<file path="src/rtl/otter_imm_gen_stage_pkg.sv">
// Shared decode definitions: immediate selector codes and the format mux used by decode and the imm-gen stage.
package otter_imm_gen_stage_pkg;

   typedef enum logic [2:0] {
      IMM_GEN_SEL_UPPER    = 3'd0,
      IMM_GEN_SEL_I_TYPE   = 3'd1,
      IMM_GEN_SEL_S_TYPE   = 3'd2,
      IMM_GEN_SEL_BRANCH   = 3'd3,
      IMM_GEN_SEL_JUMP     = 3'd4,
      IMM_GEN_SEL_CSR_ZIMM = 3'd5,
      IMM_GEN_SEL_SHAMT    = 3'd6,
      IMM_GEN_SEL_RSVD     = 3'd7
   } imm_sel_e;

   // Always expands to 64 bits; narrower datapaths truncate, which keeps sign extension correct.
   function automatic logic [63:0] imm_expand(input logic [31:0] instrn, input logic [2:0] sel);
      logic [63:0] imm;
      imm = '0;
      case (imm_sel_e'(sel))
         IMM_GEN_SEL_UPPER:    imm = {{32{instrn[31]}}, instrn[31:12], 12'b0};
         IMM_GEN_SEL_I_TYPE:   imm = {{52{instrn[31]}}, instrn[31:20]};
         IMM_GEN_SEL_S_TYPE:   imm = {{52{instrn[31]}}, instrn[31:25], instrn[11:7]};
         IMM_GEN_SEL_BRANCH:   imm = {{51{instrn[31]}}, instrn[31], instrn[7], instrn[30:25],
                                      instrn[11:8], 1'b0};
         IMM_GEN_SEL_JUMP:     imm = {{43{instrn[31]}}, instrn[31], instrn[19:12], instrn[20],
                                      instrn[30:21], 1'b0};
         IMM_GEN_SEL_CSR_ZIMM: imm = {59'b0, instrn[19:15]};
         IMM_GEN_SEL_SHAMT:    imm = {58'b0, instrn[25:20]};
         default:              imm = '0;
      endcase
      return imm;
   endfunction

   function automatic logic imm_sel_reserved(input logic [2:0] sel);
      return sel == IMM_GEN_SEL_RSVD;
   endfunction

endpackage

</file>
<file path="src/rtl/otter_imm_gen_stage_if.sv">
// Handshake bundle between decode (master) and the imm-gen stage (slave) plus its execute-side outputs.
interface otter_imm_gen_stage_if #(
   parameter int XLEN  = 32,
   parameter int TAG_W = 5
);
   logic             i_valid;
   logic             o_ready;
   logic [31:0]      i_instrn;
   logic [2:0]       i_imm_sel;
   logic [XLEN-1:0]  i_pc;
   logic [TAG_W-1:0] i_tag;
   logic             o_valid;
   logic             i_ready;
   logic [XLEN-1:0]  o_immed;
   logic [XLEN-1:0]  o_target;
   logic [TAG_W-1:0] o_tag;
   logic             o_illegal;

   modport master (
      output i_valid, i_instrn, i_imm_sel, i_pc, i_tag, i_ready,
      input  o_ready, o_valid, o_immed, o_target, o_tag, o_illegal
   );

   modport slave (
      input  i_valid, i_instrn, i_imm_sel, i_pc, i_tag, i_ready,
      output o_ready, o_valid, o_immed, o_target, o_tag, o_illegal
   );
endinterface

</file>
<file path="src/rtl/otter_skid_buf.sv">
// Generic one-entry skid buffer: registered output slot plus one parking slot; s_ready depends only on state.
module otter_skid_buf #(
   parameter int W = 8
) (
   input  logic         clk,
   input  logic         rst,
   input  logic         s_valid,
   output logic         s_ready,
   input  logic [W-1:0] s_data,
   output logic         m_valid,
   input  logic         m_ready,
   output logic [W-1:0] m_data
);
   logic         skid_vld;
   logic [W-1:0] skid_data;
   logic         s_fire;
   logic         m_stall;

   assign s_ready = !skid_vld && !rst;
   assign s_fire  = s_valid && s_ready;
   assign m_stall = m_valid && !m_ready;

   always_ff @(posedge clk) begin
      if (rst) begin
         m_valid   <= 1'b0;
         m_data    <= '0;
         skid_vld  <= 1'b0;
         skid_data <= '0;
      end else if (m_stall) begin
         // Output held: a new arrival can only go to the parking slot.
         if (s_fire) begin
            skid_vld  <= 1'b1;
            skid_data <= s_data;
         end
      end else if (skid_vld) begin
         m_valid  <= 1'b1;
         m_data   <= skid_data;
         skid_vld <= 1'b0;
      end else begin
         m_valid <= s_fire;
         if (s_fire) m_data <= s_data;
      end
   end
endmodule

</file>
<file path="src/rtl/otter_imm_gen_stage.sv">
// Registered immediate-generation stage: immediate, pc+imm target, tag passthrough, reserved-selector flag.
// Define OTTER_IMM_GEN_SKID_EN for a skid buffer giving a registered o_ready at full throughput.
module otter_imm_gen_stage
   import otter_imm_gen_stage_pkg::*;
#(
   parameter int XLEN  = 32,
   parameter int TAG_W = 5
) (
   input logic                  i_clk,
   input logic                  i_rst,
   otter_imm_gen_stage_if.slave bus
);
   logic [XLEN-1:0]  imm_in;
   logic             ill_in;
   logic             out_vld;
   logic [XLEN-1:0]  imm_q;
   logic [XLEN-1:0]  pc_q;
   logic [TAG_W-1:0] tag_q;
   logic             ill_q;

   assign imm_in = XLEN'(imm_expand(bus.i_instrn, bus.i_imm_sel));
   assign ill_in = imm_sel_reserved(bus.i_imm_sel);

`ifdef OTTER_IMM_GEN_SKID_EN
   localparam int PW = 2*XLEN + TAG_W + 1;
   logic [PW-1:0] in_pl;
   logic [PW-1:0] out_pl;

   assign in_pl = {imm_in, bus.i_pc, bus.i_tag, ill_in};

   otter_skid_buf #(.W(PW)) u_skid (
      .clk     (i_clk),
      .rst     (i_rst),
      .s_valid (bus.i_valid),
      .s_ready (bus.o_ready),
      .s_data  (in_pl),
      .m_valid (out_vld),
      .m_ready (bus.i_ready),
      .m_data  (out_pl)
   );

   assign {imm_q, pc_q, tag_q, ill_q} = out_pl;
`else
   logic accept;

   assign bus.o_ready = !i_rst && (!out_vld || bus.i_ready);
   assign accept      = bus.i_valid && bus.o_ready;

   always_ff @(posedge i_clk) begin
      if (i_rst) begin
         out_vld <= 1'b0;
         imm_q   <= '0;
         pc_q    <= '0;
         tag_q   <= '0;
         ill_q   <= 1'b0;
      end else if (accept) begin
         out_vld <= 1'b1;
         imm_q   <= imm_in;
         pc_q    <= bus.i_pc;
         tag_q   <= bus.i_tag;
         ill_q   <= ill_in;
      end else if (bus.i_ready) begin
         out_vld <= 1'b0;
      end
   end
`endif

   // Target added after the register so the adder sits in the execute-side half of the cycle.
   assign bus.o_valid   = out_vld;
   assign bus.o_immed   = imm_q;
   assign bus.o_target  = pc_q + imm_q;
   assign bus.o_tag     = tag_q;
   assign bus.o_illegal = ill_q;
endmodule
</file>
<file path="src/flat_wrapper.sv">
// flat-port wrapper written by rule: the top's interface ports become plain ports
module otter_imm_gen_stage_flat import otter_imm_gen_stage_pkg::*;
#(
   parameter int XLEN  = 32,
   parameter int TAG_W = 5
)
  (i_clk, i_rst, bus_i_valid, bus_i_instrn, bus_i_imm_sel, bus_i_pc, bus_i_tag, bus_i_ready, bus_o_ready, bus_o_valid, bus_o_immed, bus_o_target, bus_o_tag, bus_o_illegal);
  otter_imm_gen_stage_if #(.XLEN(XLEN), .TAG_W(TAG_W)) bus_i ();
  input logic i_clk;
  input logic i_rst;
  input wire logic [$bits(bus_i.i_valid)-1:0] bus_i_valid;
  input wire logic [$bits(bus_i.i_instrn)-1:0] bus_i_instrn;
  input wire logic [$bits(bus_i.i_imm_sel)-1:0] bus_i_imm_sel;
  input wire logic [$bits(bus_i.i_pc)-1:0] bus_i_pc;
  input wire logic [$bits(bus_i.i_tag)-1:0] bus_i_tag;
  input wire logic [$bits(bus_i.i_ready)-1:0] bus_i_ready;
  output wire logic [$bits(bus_i.o_ready)-1:0] bus_o_ready;
  output wire logic [$bits(bus_i.o_valid)-1:0] bus_o_valid;
  output wire logic [$bits(bus_i.o_immed)-1:0] bus_o_immed;
  output wire logic [$bits(bus_i.o_target)-1:0] bus_o_target;
  output wire logic [$bits(bus_i.o_tag)-1:0] bus_o_tag;
  output wire logic [$bits(bus_i.o_illegal)-1:0] bus_o_illegal;
  assign bus_i.i_valid = bus_i_valid;
  assign bus_i.i_instrn = bus_i_instrn;
  assign bus_i.i_imm_sel = bus_i_imm_sel;
  assign bus_i.i_pc = bus_i_pc;
  assign bus_i.i_tag = bus_i_tag;
  assign bus_i.i_ready = bus_i_ready;
  assign bus_o_ready = bus_i.o_ready;
  assign bus_o_valid = bus_i.o_valid;
  assign bus_o_immed = bus_i.o_immed;
  assign bus_o_target = bus_i.o_target;
  assign bus_o_tag = bus_i.o_tag;
  assign bus_o_illegal = bus_i.o_illegal;
  otter_imm_gen_stage #(.XLEN(XLEN), .TAG_W(TAG_W)) u_core (.i_clk(i_clk), .i_rst(i_rst), .bus(bus_i));
endmodule
</file>
<file path="config.mk">
export PLATFORM = sky130hd
export DESIGN_NAME = otter_imm_gen_stage_flat
export DESIGN_NICKNAME = d
export VERILOG_FILES = /design/src/rtl/otter_imm_gen_stage_pkg.sv /design/src/rtl/otter_imm_gen_stage_if.sv /design/src/rtl/otter_skid_buf.sv /design/src/rtl/otter_imm_gen_stage.sv /design/src/flat_wrapper.sv
export SDC_FILE = /design/constraint.sdc
export NUM_CORES = 1
export LEC_CHECK = 0
export ABC_AREA = 1
export CAP_MARGIN = 20
export CORE_MARGIN = 3
export CORE_UTILIZATION = 42
export DETAILED_ROUTE_END_ITERATION = 7
export HOLD_SLACK_MARGIN = 0.1
export PLACE_DENSITY = 0.72
export SYNTH_ARGS = -nofsm -noshare
export SYNTH_HDL_FRONTEND = slang
export SYNTH_SLANG_ARGS = --single-unit
</file>
<file path="constraint.sdc">
create_clock -name i_clk -period 2.7 [get_ports i_clk]
set_clock_uncertainty 0.05 [all_clocks]
set_input_delay 0.54 -clock i_clk [delete_from_list [all_inputs] [get_ports i_clk]]
set_output_delay 0.54 -clock i_clk [all_outputs]
set_load 0.1 [all_outputs]
</file>
==> results of run 1 <==
-- worst min-delay path: stages, from the launching register on --
cell,delay (ns)
dfxtp_1,0.31
nand2_1,0.06
a21oi_1,0.06
-- cells by family after synthesis --
logic type / Yosys count
flops: 71
xor+xnor: 16
buf+inv: 151
compound gates: 107
fa+ha+maj: 32
simple gates: 507
-- power breakdown --
group | switching (W) | internal, W | total (W)
clock | 0.000426 | 0.000669 | 0.00109
sequential | 0.0000559 | 0.00109 | 0.00114
combinational | 0.000810 | 0.000465 | 0.00127
total | 0.00129 | 0.00222 | 0.00351
-- placed cells by master (no fill, tap or decap), drive strengths merged --
cell | synthesis | layout
a21o | 1 | 1
a21oi | 94 | 94
buf | 16 | 106
clkbuf | 9 | 13
clkdlybuf4s50 | 0 | 67
clkinv | 0 | 2
dfxtp | 71 | 71
fa | 1 | 1
ha | 31 | 31
inv | 126 | 127
nand2 | 400 | 400
nand3 | 42 | 42
nand4 | 5 | 5
nor2 | 49 | 49
nor3 | 11 | 11
o21ai | 9 | 9
o21bai | 2 | 2
o22ai | 1 | 1
xnor2 | 1 | 1
xor2 | 15 | 15
-- layer usage --
| layer | share of wire [%] | global-route usage (%) |
|---|---|---|
| met4 | 2.8 | 8.180 |
| met2 | 49 | 40.84 |
| met3 | 5.3 | 4.679 |
| met5 | 0 | 0 |
| met1 | 43 | 32.23 |
-- state kept, by name (all words and copies together) (netlist names) --
| register | cells |
|---|---|
| u_core.pc_q | 32 |
| u_core.bus.o_valid | 1 |
| u_core.bus.o_immed | 32 |
| u_core.bus.o_illegal | 1 |
| u_core.bus.o_tag | 5 |
-- stage by stage --
| stage | cells | worst slack (ns) | power [W] |
|---|---|---|---|
| global route | 1212 | -0.1497 | 0.003658 |
| floorplan | 884 | -0.06096 | 0.001937 |
| global placement | 1178 | 0.09940 | 0.002350 |
| detailed placement | 1178 | 0.09419 | 0.002353 |
| CTS | 1201 | -0.09610 | 0.003484 |
| finish | 1212 | -0.04326 | 0.003512 |
-- final cells by class --
cell class                      count  area share [%]
Sequential cell                    71           17.64
Tap cell                          164           2.403
Inverter                          126           5.538
Multi-Input combinational cell    662           48.78
Clock inverter                      3          0.1905
Clock buffer                       13           3.048
Timing Repair Buffer              173           22.40
-- what timing repair did --
action / in CTS / in global routing
hold buffers: 0 / 0
setup buffers: 7 / 11
pin swaps: 14 / 26
gates resized for setup: 57 / 96
endpoints found under the setup margin: 23 / 25
-- path summary, 6_finish.rpt --
check,from,endpoint,cells after the start
min,u_core.bus.o_tag[4],u_core.bus.o_tag[4],2
max reg2reg,u_core.bus.o_valid,u_core.bus.o_immed[9],6
min reg2reg,u_core.bus.o_tag[4],u_core.bus.o_tag[4],2
max,u_core.bus.o_immed[0],bus_o_target[16],11
==> results.md, run 1 <==
- Routability cong.: between 0.9 and 1
- Total global-route track usage: about a quarter
- Status: finished with violations
- Overall via count from detail_route: 5920
- Post-synthesis sequential area ratio: a little over a quarter
- ANT nets after route: 0
- Cts bufs inserted: 9
- R2r setup slk: about 1.2 ns
- CP top delay family: adder cells
- CTS clock-pin slew for the worst setup and hold paths: around 0.05 ns
- Critical path endpoint category: output pin
- Max cap viols: 0
- Clock latency on the worst-skew pair: ~0.33 ns
- Yosys warns: 0
- Starting DRC count in detailed routing: ~400
- Synth Flop Type: dfxtp_1
- Filler cells: 996
- Simple-gate share of the synthesized area: a little under 40%
- Post-synth top area cell: nand2_1
- Die height: between 100 and 150 um
- Syn nets: around 1000
- Max-slew headroom: between 40% and 50%
- Clock sink count: about 70
- Global-route wire length before repair: approximately 26 mm
- Design area: approximately 8500 um2
- Final min period: ~2.7 ns
- Row count: 39
- Commonest cells in the netlist: nand2_1 (397), inv_1 (122), a21oi_1 (88), dfxtp_1 (71), nor2_1 (47)
- DR WL/cell: 14.07 um
- Mean post-synth cell area: 5.878 um2
- Total negative slack: -0.1775 ns
- Setup ws final: -0.04326 ns
- Asr flop ratio synth: 0%
- Post-Synth XOR/XNOR Area: 2.697%
- Pin count of the biggest net entering global routing: 72
- H-tree Lvls: 3
- Slowest-stage cell, CP: fa_2
- Total gr overflow: 0
- Share of the synthesized area in the top cell type: between 20 and 30%
- Multi-input logic area: approximately 4200 um2
- VDD IR max: 429.9 uV
- Type of the worst setup path: flip-flop to output pin
- CTS tree: yes
- Synth-to-layout area growth: 64.34%
- Initial core utilization: approximately 44%
- Post-synthesis mux area share: 0%
- Port Buf Inserts: 140
- Startpoint type of the worst setup path: flip-flop
- Clock tree buffer depth: 2
- Drt first pass iters: 5
- Final Setup Violations: 9
- Hold Crit Class: flip-flop to flip-flop
- Largest family of logic cells by synthesized area: simple AND/OR/NAND/NOR gates
- CP max stage delay: a little under 0.4 ns
- CTS Root Buffer Type: clkbuf_16
- Final hold vios: 0
- Yosys cell types: 29
- DRC Markers: 0
- Fin Hold WS: between 0.4 and 0.5 ns
- DRT Wirelength: roughly 17 mm
- Number of synthesized register bits: around 70
- Post-DP HPWL: 12.65 mm
- Post-synth EDFFs: 0
- RSZ-0062 raised after global routing: yes
- Failing checks: setup timing
- Count leader, synth: nand2_1
- Data arrival time of the worst path: roughly 2.2 ns
- Crit path required time: 2.11 ns
- Dpl cell area: 7426 um2
- Initial antenna violation count: 0
- FF/Latch Area: between 1500 and 2000 um2
- Max Fclk: between 0.3 and 0.4 GHz
- Pwr Density: 411.3 nW/um2
- Fin nets: between 1000 and 1500
- Adder-cell share of the synthesized area: about 7.8%
- Share of layout cells above drive strength 1: around 30%
- Mapped Cells: about 880
- Die area: 13740 um2
- CP Max Fanout: 3
- Synth Area in Compound Gates: between 10% and 20%
- Ranking of synthesized cells by area: nand2_1 (29%), dfxtp_1 (27%), inv_1 (8.8%)
- N_diodes: 0
- Count of pins over their slew limit: 0
- Core area: 11760 um2
- Number of global-route vias before repair: 5393
- Final core utilization: between 70 and 80%
- Via-to-Cell Ratio: just under 5
- Cell leakage power: between 4 and 5 nW
- Buf+Inv Stages, Crit Path: 2
- Chip width: roughly 120 um
- Ports: around 150
- Final period util: 101.6%
- Netlist Area Pre-Place: 5196 um2
- Worst-Margin Slew: between 0.7 and 0.8 ns
- Crit path cell chain: ha_4 -> fa_2 -> nand3_2 -> nand3_4 -> nand2_2 -> nand2_2 -> buf_6 -> nand2_4 -> nand2_4 -> xor2_4 -> buf_12
Note: power is estimated with default switching activity, not from simulation.
==> run 2: changes to the inputs <==
--- a/config.mk
+++ b/config.mk
@@ -5,13 +5,13 @@
 export SDC_FILE = /design/constraint.sdc
 export NUM_CORES = 1
 export LEC_CHECK = 0
-export ABC_AREA = 1
+export ABC_AREA = 0
 export CAP_MARGIN = 20
 export CORE_MARGIN = 3
 export CORE_UTILIZATION = 42
 export DETAILED_ROUTE_END_ITERATION = 7
 export HOLD_SLACK_MARGIN = 0.1
-export PLACE_DENSITY = 0.72
+export PLACE_DENSITY = 0.8
 export SYNTH_ARGS = -nofsm -noshare
 export SYNTH_HDL_FRONTEND = slang
 export SYNTH_SLANG_ARGS = --single-unit
==> results.md, run 2 <==
- Failing checks: setup timing
- Critical R2R Capture: u_core.bus.o_immed[0]
- Reg-to-reg critical path startpoint: u_core.bus.o_valid
- Netlist Area Pre-Place: about 4500 um2
- Initial core utilization: a little over two fifths
- Routability cong.: roughly 1
- Port Buf Inserts: 140
- Total global-route track usage: 30.62%
- Worst-Margin Slew: 0.6671 ns
- Count of pins over their slew limit: 0
- Clock tree buffer depth: 2
- Synth Flop Type: dfxtp_1
- Setup ws final: -0.8994 ns
- ANT nets after route: 0
- Most frequent cells in the layout: buf_4 (160), nand2_1 (95), clkdlybuf4s50_1 (67)
- Via-to-Cell Ratio: approximately 5.6
- Final Setup Violations: 28
- Chip width: 109.6 um
- Hold Path Depth: 2
- Clock sink count: slightly above 70
- Syn nets: around 700
- Final min period: between 3 and 4 ns
- Core area: slightly above 10000 um2
- Post-Layout Cell Count: between 900 and 1000
- Share of the synthesized area in the top cell type: about a third
- VDD IR max: 419.0 uV
- Drt first pass iters: 6
- Die height: between 100 and 150 um
- DRT Wirelength: roughly 19 mm
- Pin count of the biggest net entering global routing: 72
- Fin nets: ~950
- RSZ-0062 raised after global routing: yes
- Row count: 37
- Number of synthesized register bits: between 70 and 80
- Die area: roughly 12000 um2
- Post-DP HPWL: 13.47 mm
- Data arrival time of the worst path: 3.01 ns
- Final hold vios: 0
- Hold worst-path end: u_core.pc_q[23]
- CTS clock-pin slew for the worst setup and hold paths: about 0.08 ns
- Share of layout cells above drive strength 1: 42.45%
- CTS hold repair buffers: 0
- Asr flop ratio synth: 0%
- Count leader, synth: nand2_1
- Ports: 148
- Initial antenna violation count: 0
- Post-synth EDFFs: 0
- Mapped Cells: ~590
- Critical path endpoint category: output pin
- Post-Place Cells: ~960
- H-tree Lvls: 3
- Fin Hold WS: ~0.44 ns
- Startpoint type of the worst setup path: flip-flop
- Max cap viols: 0
- Starting DRC count in detailed routing: 338
- Pwr Density: 433.4 nW/um2
- CTS tree: yes
- Commonest cells in the netlist: nand2_1 (99), dfxtp_1 (71), a21oi_1 (70), nor2_1 (70), nand3b_1 (38)
- Cts bufs inserted: 9
- Ranking of synthesized cells by area: dfxtp_1 (32%), ha_1 (8.6%), nand2_1 (8.2%)
- Total negative slack: -18.78 ns
- Filler cells: 572
- Total gr overflow: 0
- Yosys warns: 0
- Crit path required time: 2.11 ns
- DR WL/cell: between 15 and 20 um
- Design area: just under 9000 um2
- Final period util: 133.3%
- Reg2Reg Depth: 7
- Cell leakage power: 3.822 nW
- Clock latency on the worst-skew pair: between 0.3 and 0.4 ns
- Synth-to-layout area growth: 93.26%
- Global-route wire length before repair: between 20 and 30 mm
- Status: finished with violations
- Yosys cell types: between 50 and 60
- Number of global-route vias before repair: ~5600
- Max-slew headroom: a little under three fifths
- DRC Markers: 0
- CTS Root Buffer Type: clkbuf_8
- Hold Crit Class: flip-flop to flip-flop
- CP Max Fanout: 4
- Dpl cell area: a little over 8000 um2
- Commonest non-fill, non-tap cell in the layout: buf_4
- Final core utilization: between 80% and 90%
- Type of the worst setup path: flip-flop to output pin
- Max Fclk: between 0.2 and 0.3 GHz
- Post-synthesis sequential area ratio: between 30% and 40%
- Post-synth top area cell: dfxtp_1
- R2r setup slk: 0.88 ns
- Overall via count from detail_route: ~5500
- Mean post-synth cell area: 7.669 um2
- Hold Path Origin: u_core.pc_q[23]
- N_diodes: 0
## run 2: changes by cell type after synthesis, sizes merged, moves of 6 or more
cell,before,now
clkbuf,9,27
nor3,11,5
nand3,42,11
buf,16,7
nand3b,0,38
a21o,1,11
inv,126,7
o21ai,9,25
nand2,400,99
xnor2,1,20
a21oi,94,70
nor2,49,70
a22oi,0,13
## run 2: kinds of logic after synthesis
group                    synth area share (%)
flip-flops                              31.52
XOR/XNOR                                6.215
AND/OR/NAND/NOR                         26.22
multiplexers                            1.360
adder cells (fa/ha/maj)                 9.045
buffers and inverters                   3.579
AO/OA/AOI/OAI                           22.06
## run 2: metrics by stage
step / total power, W / worst slack (ns)
floorplan: 0.002255 / -0.6171
global placement: 0.002855 / -0.4506
detailed placement: 0.002883 / -0.5728
CTS: 0.003760 / -0.7955
global route: 0.003908 / -0.9935
finish: 0.003777 / -0.8994
## run 2: critical path, stage by stage (launching register included)
cell      delay, ns
dfxtp_4        0.36
ha_4           0.16
fa_2           0.34
a21o_1         0.23
a221oi_4       0.35
o31ai_2        0.16
a21oi_2        0.24
and2_4         0.24
buf_12         0.12
o21bai_4       0.07
xnor2_4        0.19
buf_12         0.19
## run 2: how the worst max path moves through the flow
stage,to,start,slack (ns),cells past startpoint
after floorplan,bus_o_target[6],u_core.bus.o_immed[0],-0.62,5
after global placement,bus_o_target[26],u_core.bus.o_immed[0],-0.45,10
after detailed placement,bus_o_target[26],u_core.pc_q[0],-0.57,10
after CTS,bus_o_target[24],u_core.bus.o_immed[0],-0.80,11
after global routing,bus_o_target[28],u_core.bus.o_immed[0],-0.99,11
final,bus_o_target[24],u_core.bus.o_immed[0],-0.90,11
## run 2: area by class of cell
type / instances / area [um2] / share of cell area, %
well taps: 136 / 170.2 / 1.953
flip-flops and latches: 71 / 1529 / 17.54
clock inverters: 6 / 47.55 / 0.5456
inverters: 7 / 26.28 / 0.3015
repair buffers: 278 / 2745 / 31.50
clock buffers: 10 / 148.9 / 1.709
multi-input cells: 476 / 4048 / 46.45
## run 2: power breakdown
part	internal, W	switching, W	total [W]
Sequential	0.00109	0.0000549	0.00115
Clock	0.000400	0.000457	0.000858
Combinational	0.000694	0.00108	0.00177
Total	0.00219	0.00159	0.00378
## run 2: routing by layer
metal	global-route usage (%)	vias to the layer above	share of wire [%]
li1	-	2581	-
met3	5.755	83	7.1
met5	0	-	0
met2	55.14	269	52
met1	34.49	2607	36
met4	14.87	0	5.0
## run 2: what timing repair did
item / 4_1_cts / 5_1_grt
pin swaps: 28 / 21
buffers inserted: 10 / 5
resized for setup: 39 / 17
setup endpoints to repair: 27 / 29
==> run 3: changes to the inputs <==
--- a/config.mk
+++ b/config.mk
@@ -8,10 +8,11 @@
 export ABC_AREA = 0
 export CAP_MARGIN = 20
 export CORE_MARGIN = 3
-export CORE_UTILIZATION = 42
+export CORE_UTILIZATION = 45
 export DETAILED_ROUTE_END_ITERATION = 7
+export GPL_ROUTABILITY_DRIVEN = 0
 export HOLD_SLACK_MARGIN = 0.1
-export PLACE_DENSITY = 0.8
+export PLACE_DENSITY = 0.85
 export SYNTH_ARGS = -nofsm -noshare
 export SYNTH_HDL_FRONTEND = slang
 export SYNTH_SLANG_ARGS = --single-unit
==> constraint.sdc (replaced) <==
create_clock -name i_clk -period 4.3 [get_ports i_clk]
set_clock_uncertainty 0.05 [all_clocks]
set_input_delay 0.86 -clock i_clk [delete_from_list [all_inputs] [get_ports i_clk]]
set_output_delay 0.86 -clock i_clk [all_outputs]
set_load 0.1 [all_outputs]
==> results.md, run 3 (synthesis results as in run 2) <==
- Pin count of the biggest net entering global routing: 72
- Pwr Density: ~330 nW/um2
- Final Setup Violations: 0
- DRC Markers: 0
- Post-Place Cells: 833
- DR WL/cell: between 15 and 20 um
- Port Buf Inserts: between 100 and 150
- CTS hold repair buffers: 0
- Post-DP HPWL: between 10 and 15 mm
- Clock sink count: roughly 70
- Power share of the combinational group: approximately two fifths
- CTS tree: yes
- Max-slew headroom: roughly a third
- CTS Root Buffer Type: clkbuf_8
- Clock tree buffer depth: 2
- Clock latency on the worst-skew pair: about 0.35 ns
- Most frequent cells in the layout: clkdlybuf4s50_1 (107), nand2_1 (98), dfxtp_1 (71)
- Chip width: about 110 um
- Critical path endpoint category: output pin
- CTS clock-pin slew for the worst setup and hold paths: 0.08 ns
- Switching Share: slightly above 40%
- Starting DRC count in detailed routing: 281
- Synth-to-layout area growth: 48.03%
- Total gr overflow: 0
- Multi-input logic area: roughly 3300 um2
- Ports: 148
- Total global-route track usage: between 20 and 30%
- Initial core utilization: a little under half
- Final min period: about 4.1 ns
- Switching Power: 0.0009038 W
- Cell leakage power: 2.912 nW
- Register share of total power: between 30% and 40%
- Filler cells: 741
- RSZ-0062 raised after global routing: no
- DRT Wirelength: approximately 15 mm
- Commonest non-fill, non-tap cell in the layout: clkdlybuf4s50_1
- Post-Layout Cell Count: approximately 850
- Die height: ~110 um
- Power Internal: about 0.0013 W
- Hold Crit Class: flip-flop to flip-flop
- N_diodes: 0
- Drt first pass iters: 5
- Die area: 11260 um2
- Overall via count from detail_route: between 4000 and 5000
- Data arrival time of the worst path: around 3.2 ns
- Final hold vios: 0
- Final period util: between 90 and 100%
- Crit path required time: about 3.4 ns
- Core area: between 9000 and 10000 um2
- Fin Hold WS: approximately 0.43 ns
- Type of the worst setup path: flip-flop to output pin
- Setup ws final: 0.1637 ns
- Initial antenna violation count: 0
- Max Fclk: between 0.2 and 0.25 GHz
- Max cap viols: 0
- Setup Buffers After CTS: 0
- Via-to-Cell Ratio: a little under 6
- CP Max Fanout: 3
- Fin nets: 823
- FF/Latch Area: ~1400 um2
- H-tree Lvls: 3
- Pre-CTS setup slack: approximately 0.34 ns
- Cts bufs inserted: 9
- Worst-Margin Slew: 0.9954 ns
- Count of pins over their slew limit: 0
- Number of global-route vias before repair: about 4800
- Clk pwr share: between 20% and 30%
- ANT nets after route: 0
- VDD IR max: 174.1 uV
- Startpoint type of the worst setup path: flip-flop
- Global-route wire length before repair: about 24 mm
- Row count: 35
- Status: complete, no violations
- Share of layout cells above drive strength 1: between 10% and 20%
==> run 3: through the flow <==
step                      utilization, %  TNS [ns]  instance area, um2  total power, W
final                              70.24         0                6675        0.002225
after global routing               70.24         0                6675        0.002298
after floorplan                        -   -0.5729                4821        0.001361
after global placement             67.52         0                6416        0.001606
after CTS                          69.98         0                6650        0.002232
after detailed placement           67.52         0                6416        0.001620
==> run 3: path summary, 6_finish.rpt <==
check | startpoint | endpoint | slack, ns | depth (start not counted)
max | u_core.bus.o_immed[0] | bus_o_target[24] | 0.16 | 12
min | u_core.bus.o_tag[0] | u_core.bus.o_tag[0] | 0.43 | 2
max reg2reg | u_core.bus.o_valid | u_core.bus.o_immed[17] | 2.18 | 8
min reg2reg | u_core.bus.o_tag[0] | u_core.bus.o_tag[0] | 0.43 | 2
==> run 3: cell type report <==
| type | instances | area share, % |
|---|---|---|
| well taps | 129 | 2.418 |
| flip-flops and latches | 71 | 21.29 |
| repair buffers | 150 | 23.47 |
| multi-input cells | 476 | 49.00 |
| inverters | 7 | 0.3936 |
| clock buffers | 10 | 2.062 |
| clock inverters | 6 | 1.368 |
==> run 3: repair_timing <==
| item | 4_1_cts | 5_1_grt |
|---|---|---|
| pin swaps | 0 | 1 |
| endpoints found under the setup margin | 3 | 7 |
| gates resized for setup | 3 | 6 |
==> run 3: per-layer routing <==
layer  global-route usage, %  part of all wire [%]  up-vias
met5                       0                     0        -
met4                   7.771                   2.1        0
met3                   6.011                   7.9       33
met2                   44.25                    49      256
met1                   31.64                    41     2301
li1                        -                     -     2319
==> run 3: power groups by stage <==
stage	Clock [W]	Sequential, W	Combinational, W
3_5_place_dp	0	0.000739	0.000882
3_3_place_gp	0	0.000737	0.000869
6_report	0.000615	0.000725	0.000886
5_1_grt	0.000644	0.000728	0.000925
2_1_floorplan	0	0.000843	0.000517
4_1_cts	0.000623	0.000724	0.000885
==> run 3: critical path, cell delays in order (launching register included) <==
cell	delay, ns
dfxtp_1	0.33
ha_1	0.26
fa_1	0.42
a21o_1	0.23
a221oi_2	0.23
buf_4	0.17
o31ai_2	0.09
a21oi_2	0.26
and2_4	0.21
buf_4	0.13
o21bai_1	0.15
xnor2_4	0.19
buf_12	0.19
